## src/rtl/lc3_mem_arbiter.sv

```systemverilog
// Serialises the split instruction/data memory ports onto one physical port.
// Define LC3_MEM_ARB_RR_EN for round-robin arbitration (default: data priority).
module lc3_mem_arbiter #(
    parameter int DATA_WIDTH     = 16,
    parameter int ADDR_WIDTH     = 16,
    parameter int BE_WIDTH       = 2,
    parameter int TIMEOUT_CYCLES = 255
) (
    input  logic                  clk,
    input  logic                  rst_n,

    input  logic                  inst_mem_read,
    input  logic                  inst_mem_write,
    input  logic [BE_WIDTH-1:0]   inst_mem_byte_enable,
    input  logic [ADDR_WIDTH-1:0] inst_mem_addr,
    input  logic [DATA_WIDTH-1:0] inst_mem_wdata,
    output logic [DATA_WIDTH-1:0] inst_mem_rdata,
    output logic                  inst_mem_resp,

    input  logic                  data_mem_read,
    input  logic                  data_mem_write,
    input  logic [BE_WIDTH-1:0]   data_mem_byte_enable,
    input  logic [ADDR_WIDTH-1:0] data_mem_addr,
    input  logic [DATA_WIDTH-1:0] data_mem_wdata,
    output logic [DATA_WIDTH-1:0] data_mem_rdata,
    output logic                  data_mem_resp,

    output logic                  pmem_read,
    output logic                  pmem_write,
    output logic [BE_WIDTH-1:0]   pmem_byte_enable,
    output logic [ADDR_WIDTH-1:0] pmem_addr,
    output logic [DATA_WIDTH-1:0] pmem_wdata,
    input  logic [DATA_WIDTH-1:0] pmem_rdata,
    input  logic                  pmem_resp,

    output logic                  timeout_err
);

    localparam int CNT_W = (TIMEOUT_CYCLES > 1) ? $clog2(TIMEOUT_CYCLES + 1) : 1;
    localparam logic [CNT_W-1:0] CNT_MAX = CNT_W'(TIMEOUT_CYCLES);
    localparam logic [CNT_W-1:0] CNT_PRE = CNT_W'(TIMEOUT_CYCLES - 1);

    typedef enum logic [1:0] {
        IDLE   = 2'd0,
        BUSY_I = 2'd1,
        BUSY_D = 2'd2
    } state_t;

    state_t                state_q, state_d;
    logic                  wr_q, wr_d;
    logic [ADDR_WIDTH-1:0] addr_q, addr_d;
    logic [DATA_WIDTH-1:0] wdata_q, wdata_d;
    logic [BE_WIDTH-1:0]   be_q, be_d;
    logic [DATA_WIDTH-1:0] inst_rdata_q, inst_rdata_d;
    logic [DATA_WIDTH-1:0] data_rdata_q, data_rdata_d;
    logic [CNT_W-1:0]      cnt_q, cnt_d;
    logic                  tmo_q, tmo_d;
`ifdef LC3_MEM_ARB_RR_EN
    logic                  rr_q, rr_d;
`endif

    logic inst_req;
    logic data_req;
    logic grant_data;
    logic busy;

    assign inst_req = inst_mem_read | inst_mem_write;
    assign data_req = data_mem_read | data_mem_write;
    assign busy     = (state_q != IDLE);

    // rr_q remembers the last winner (1 = data); the other port wins a tie.
    always_comb begin
        grant_data = data_req;
`ifdef LC3_MEM_ARB_RR_EN
        if (inst_req && data_req) begin
            grant_data = ~rr_q;
        end
`endif
    end

    always_comb begin
        state_d       = state_q;
        wr_d          = wr_q;
        addr_d        = addr_q;
        wdata_d       = wdata_q;
        be_d          = be_q;
        inst_rdata_d  = inst_rdata_q;
        data_rdata_d  = data_rdata_q;
        cnt_d         = cnt_q;
        tmo_d         = 1'b0;
        inst_mem_resp = 1'b0;
        data_mem_resp = 1'b0;
`ifdef LC3_MEM_ARB_RR_EN
        rr_d          = rr_q;
`endif

        unique case (state_q)
            IDLE: begin
                if (inst_req || data_req) begin
                    cnt_d = '0;
`ifdef LC3_MEM_ARB_RR_EN
                    rr_d  = grant_data;
`endif
                    if (grant_data) begin
                        state_d = BUSY_D;
                        wr_d    = data_mem_write;
                        addr_d  = data_mem_addr;
                        wdata_d = data_mem_wdata;
                        be_d    = data_mem_byte_enable;
                    end else begin
                        state_d = BUSY_I;
                        wr_d    = inst_mem_write;
                        addr_d  = inst_mem_addr;
                        wdata_d = inst_mem_wdata;
                        be_d    = inst_mem_byte_enable;
                    end
                end
            end
            BUSY_I, BUSY_D: begin
                if (pmem_resp) begin
                    state_d = IDLE;
                    if (state_q == BUSY_I) begin
                        inst_mem_resp = 1'b1;
                        inst_rdata_d  = pmem_rdata;
                    end else begin
                        data_mem_resp = 1'b1;
                        data_rdata_d  = pmem_rdata;
                    end
                end else if (TIMEOUT_CYCLES != 0 && cnt_q != CNT_MAX) begin
                    // Saturates at the limit so the error fires only once.
                    cnt_d = cnt_q + CNT_W'(1);
                    tmo_d = (cnt_q == CNT_PRE);
                end
            end
            default: begin
                state_d = IDLE;
            end
        endcase
    end

    always_ff @(posedge clk) begin
        if (!rst_n) begin
            state_q      <= IDLE;
            wr_q         <= 1'b0;
            addr_q       <= '0;
            wdata_q      <= '0;
            be_q         <= '0;
            inst_rdata_q <= '0;
            data_rdata_q <= '0;
            cnt_q        <= '0;
            tmo_q        <= 1'b0;
`ifdef LC3_MEM_ARB_RR_EN
            rr_q         <= 1'b0;
`endif
        end else begin
            state_q      <= state_d;
            wr_q         <= wr_d;
            addr_q       <= addr_d;
            wdata_q      <= wdata_d;
            be_q         <= be_d;
            inst_rdata_q <= inst_rdata_d;
            data_rdata_q <= data_rdata_d;
            cnt_q        <= cnt_d;
            tmo_q        <= tmo_d;
`ifdef LC3_MEM_ARB_RR_EN
            rr_q         <= rr_d;
`endif
        end
    end

    assign pmem_read        = busy & ~wr_q;
    assign pmem_write       = busy & wr_q;
    assign pmem_addr        = addr_q;
    assign pmem_wdata       = wdata_q;
    assign pmem_byte_enable = be_q;
    assign timeout_err      = tmo_q;

    // The granted port sees memory data in the resp cycle itself.
    assign inst_mem_rdata = inst_mem_resp ? pmem_rdata : inst_rdata_q;
    assign data_mem_rdata = data_mem_resp ? pmem_rdata : data_rdata_q;

endmodule

```

## config.mk

```make
export PLATFORM = sky130hd
export DESIGN_NAME = lc3_mem_arbiter
export DESIGN_NICKNAME = d
export VERILOG_FILES = /design/src/rtl/lc3_mem_arbiter.sv
export SDC_FILE = /design/constraint.sdc
export NUM_CORES = 1
export LEC_CHECK = 0
export BUFFER_PORTS_ARGS = -buffer_cell sky130_fd_sc_hd__buf_2
export CAP_MARGIN = 20
export CORE_ASPECT_RATIO = 0.75
export CORE_MARGIN = 2
export CORE_UTILIZATION = 47
export CTS_CLUSTER_SIZE = 25
export DETAILED_ROUTE_END_ITERATION = 8
export PLACE_DENSITY = 0.8
export SLEW_MARGIN = 20
export SYNTH_ARGS = -nofsm -noshare
export SYNTH_HDL_FRONTEND = slang
export SYNTH_SLANG_ARGS = --single-unit
```

## constraint.sdc

```tcl
create_clock -name clk -period 2 [get_ports clk]
set_input_delay 0 -clock clk [delete_from_list [all_inputs] [get_ports clk]]
set_output_delay 0 -clock clk [all_outputs]
set_load 0.02 [all_outputs]
```

## Word-level counts from Yosys, hierarchy flattened

Index checks and enable logic that the tools add are counted.

- Muxes and demuxes: 20
- Add/sub/neg operators: 1
- Equality and inequality tests: 8
- Bitwise operators: 9
- Reduce and logical (&&, ||, !) cells: 11

Operator list:

| kind | count |
|---|---|
| $mux 16 | 4 |
| $mux 8 | 3 |
| $pmux 8 s2 | 1 |
| $add 8x1->8 const B | 1 |
| $eq 8x8->1 const B | 1 |
| $mux 2 | 4 |
| $ne 2x2->1 const B | 4 |
| $ne 8x8->1 const B | 1 |
| $mux 1 | 7 |
| $reduce_and 3->1 | 2 |
| $not 1->1 | 5 |
| $pmux 2 s2 | 1 |
| $reduce_and 2->1 | 2 |
| $reduce_and 4->1 | 1 |
| $reduce_bool 2->1 | 2 |
| $reduce_or 4->1 | 1 |
| $and 1x1->1 | 2 |
| $eq 2x1->1 const B | 1 |
| $eq 2x2->1 const B | 1 |
| $logic_not 2->1 | 1 |
| $or 1x1->1 | 2 |
| $reduce_or 2->1 | 1 |
| $logic_or 1x1->1 | 1 |

- Output and inout port bits: 71
- Logic and storage cells: 58
- Bits in registers: 78
- Bits of input ports: 91

## Logic depth before layout (Yosys ltp)

- Depth in word-level cells: 5
- Gate-level depth with buffers: 7
- Gate-level depth less buffers: 6

## Least setup slack after synthesis

Ideal clock, no wire load.

- Path kind: register to register
- Start point: reg state_q[0]
- End point: reg data_rdata_q[10]
- Period minus slack after synthesis: 1.853 ns
- Slack: 0.147 ns
- Required time: 1.885 ns
- Arrival time: 1.738 ns
- Path buffers: 1
- Stages on the path, launching flop included: 7
- Library setup time: 0.115 ns
- Cell sequence: dfxtp_1 -> inv_1 -> ha_1 -> nand3b_2 -> buf_2 -> mux2_2 -> and2_1

- Longest elaborated chain between the ends: 3
- Elaborated cells on any way between the ends: 5
- Classes of those cells: eq/ne (2); bitwise (1); reduce/logical (2)

Ends and longest elaborated chain:

| element | RTL line | RTL |
|---|---|---|
| start, declared | 49 | `state_t state_q, state_d;` |
| start signal, assigned | 156 | `state_q <= state_d;` |
| $eq 2x1->1 or $eq 2x2->1 (tied branches) | 97, 122 |  |
| $reduce_or 2->1 or $not 1->1 (tied branches) | n/a |  |
| $reduce_and 3->1 (no source line) (*) | n/a |  |
| end signal, assigned | 162 | `data_rdata_q <= data_rdata_d;` |
| end, declared | 55 | `logic [DATA_WIDTH-1:0] data_rdata_q, data_rdata_d;` |

Mark *: on every way between the ends. The rest lies on a longest branch, timed or not.
A chain may end at the register's enable or synchronous reset.

## Final worst setup path

- Start point: reg state_q[0]
- End point: out data_mem_rdata[1]

- Longest elaborated chain between the ends: 5
- Elaborated cells on any way between the ends: 7
- Classes of those cells: eq/ne (2); mux (4); reduce/logical (1)

Ends and longest elaborated chain:

| element | RTL line | RTL |
|---|---|---|
| $eq 2x1->1 | 97, 122 |  |
| $mux 1 | 122 | `if (state_q == BUSY_I) begin` |
| $mux 1 | 120 | `if (pmem_resp) begin` |
| $mux 1 (*) | 97 | `unique case (state_q)` |
| $mux 16 (*) | 180 | `assign data_mem_rdata = data_mem_resp ? pmem_rdata : data_rdata_q;` |
| end, declared | 25 | `output logic [DATA_WIDTH-1:0] data_mem_rdata,` |

Marks and branches as above.

==> results.yml <==
global_route:
  overflow: 0
  grt_usage_pct: 27.2
  first_global_vias: 3774
  antenna_found_initial: 0
  grt_max_degree: 71
  grt_first_pass_wirelength_um: 18100
logic_synthesis:
  synthesis.nets: 482
  synth_top_area_share_pct: 43.6
  synth_area_leader_cell: "dfxtp_1"
  synth_cells: 386
  ys_seq_area_share_pct: 43.6
  avgSynthCellArea_um2: 9.28
  synth.most_common_cell: "dfxtp_1"
  yosysUniqueCellTypes: 42
  ys_seq_elements: 78
  yosys-top-cells-count: "dfxtp_1, nand2_1, nor2_1"
  synth.area.top_cells: "dfxtp_1, mux2_2, a311oi_1"
  syn_area_mm2: 0.00358
  yosysWarnings: 0
  synth_ff_type: "dfxtp_1"
  ys_async_sr_fraction_pct: 0
  synth-edff-count: 0
floorplanning:
  rows: 27
  die_x_um: 105
  floorplan.initialDensity_pct: 48.6
  core_area_mm2: 0.00736
  fp.dieArea_mm2: 0.00834
  die_h_um: 79.6
  num_io_pins: 162
worst_setup_path:
  path_class: "register to output pin"
  crit_path_top_delay_cell: "dfxtp_2"
  arrival_ps: 1830
  critPathMaxFanout: 17
  crit_path_end_kind: "output pin"
  startpoint_type: "register"
  crit_required_ps: 2000
  cpPeakStageDelay_ps: 360
  crit_chain: "inv_1 > ha_4 > nand3b_2 > buf_12 > mux2_2 > buf_2"
sta:
  worstMarginPinSlew_ps: 584
  finalMaxSlewViolations: 0
  final_hold_viol_count: 0
  final.setup.worst_slack_ps: 168
  rsz0062_at_grt: "false"
  fin_crit_sh_pct: 91.6
  fmax_ghz: 0.546
  clock_skew_ps: 8.19
  setup_tns_ps: 0
  min_period_ps: 1830
  max_slew_margin_pct: 60.8
  setup-violations-final: 0
place:
  dp_slack_ps: 117
  hpwl_um: 6990
  io_buffers: 161
  gp_congestion: 0.833
detailed_routing:
  detail-route-antenna-nets: 0
  wire_per_inst_um: 16.2
  routed_wl_um: 11500
  drt-initial-drc-count: 297
  vias_per_cell: 5.50
  firstDrtPassIters: 5
  remaining_drc_errors: 0
  num_vias: 3911
layout:
  antennaDiodeCount: 0
  area_growth_pct: 49.8
  layout-drive-gt1-share_pct: 38.5
  fin_nets: 701
clock_tree:
  post_cts_buffers: 0
  clock_latency_ps: 350
  path_clk_slew_ps: 80
  clockRootBuffer: "clkbuf_8"
  cts_max_level: 3
  cts_made_buffers: 9
  cts_tree: "yes"
  ctsLongestPathBuffers: 2
  cts.sink_count: 78
flow_run:
  timing.max_cap.violations: 0
min_path:
  hp-class: "primary input to register"
status:
  status: "complete, no violations"
pwr:
  p_per_area_mw_per_mm2: 783
  vdd_drop_max_mv: 0.397
  power_mw: 4.20
  power.leakage_nw: 2.49
[critical path, delay by kind of cell (launching register included)]
| kind | cells | cell delay, ps |
|---|---|---|
| mux | 1 | 350 |
| fa+ha+maj | 1 | 260 |
| flops | 1 | 360 |
| simple gates | 1 | 100 |
| buf+inv | 3 | 390 |
[layout by cell type, fill, tap and decap left out, drive strengths merged, types with 4 or more instances in the layout]
cell type / n
nand4: 4
ha: 5
buf: 170
dlygate4sd3: 68
inv: 7
nand2: 41
clkbuf: 12
o21ai: 39
a21oi: 5
dfxtp: 78
and2: 33
nor3: 4
nor2: 40
a311oi: 36
mux2: 32
[flip-flops by register name (all words and copies together) (netlist names)]
name              flops
timeout_err           1
state_q               2
inst_rdata_q         16
wr_q                  1
pmem_byte_enable      2
data_rdata_q         16
cnt_q                 8
pmem_addr            16
pmem_wdata           16
[power breakdown]
| group | switching (mW) | total [mW] | internal (mW) |
|---|---|---|---|
| combinational | 0.660 | 1.16 | 0.503 |
| clock | 0.556 | 1.29 | 0.734 |
| sequential | 0.0638 | 1.75 | 1.69 |
[layer usage]
metal	up-vias	share of wire, %	GRT usage (%)
met2	206	51	49.2
met1	1818	37	29.1
met5	-	0	0
met3	65	5.8	6.53
li1	1822	-	-
met4	0	5.7	16.1
[final cells by class]
cell class	instances	area, um2
well taps	101	126
fillers	535	2000
multi-input cells	270	1840
clock buffers	12	145
clock inverters	4	70.1
inverters	8	30.0
flip-flops and latches	78	1560
repair buffers	238	1590
[through the flow]
| stage | instance area [um2] | hold slack (ps) | util, % | instances |
|---|---|---|---|---|
| final | 5370 | 10.9 | 72.9 | 711 |
| after global routing | 5370 | 12.3 | 72.9 | 711 |
| after CTS | 5350 | 1.51 | 72.7 | 711 |
| after detailed placement | 4460 | 273 | 60.5 | 627 |
| after global placement | 4460 | 265 | 60.5 | 627 |
| after floorplan | 3580 | 159 | - | 386 |
[path summary, 6_finish.rpt]
kind / from / to / slack [ps] / cells past startpoint
max: state_q[0] / data_mem_rdata[1] / 170 / 6
max reg2reg: state_q[1] / cnt_q[1] / 230 / 6
min reg2reg: state_q[1] / state_q[1] / 490 / 2
min: pmem_rdata[10] / data_rdata_q[10] / 10 / 3
[logic make-up after synthesis]
logic type      after synthesis  share of synthesized area [%]
compound gates               93                           19.1
buf+inv                      38                           5.55
fa+ha+maj                     5                           1.75
simple gates                140                           20.0
flops                        78                           43.6
mux                          32                           10.1
[what timing repair did]
action	in CTS	in global routing
resized for setup	0	2
hold buffers	68	0
endpoints found under the setup margin	0	17
endpoints found under the hold margin	34	0
Power figures use the tool's default switching activity.
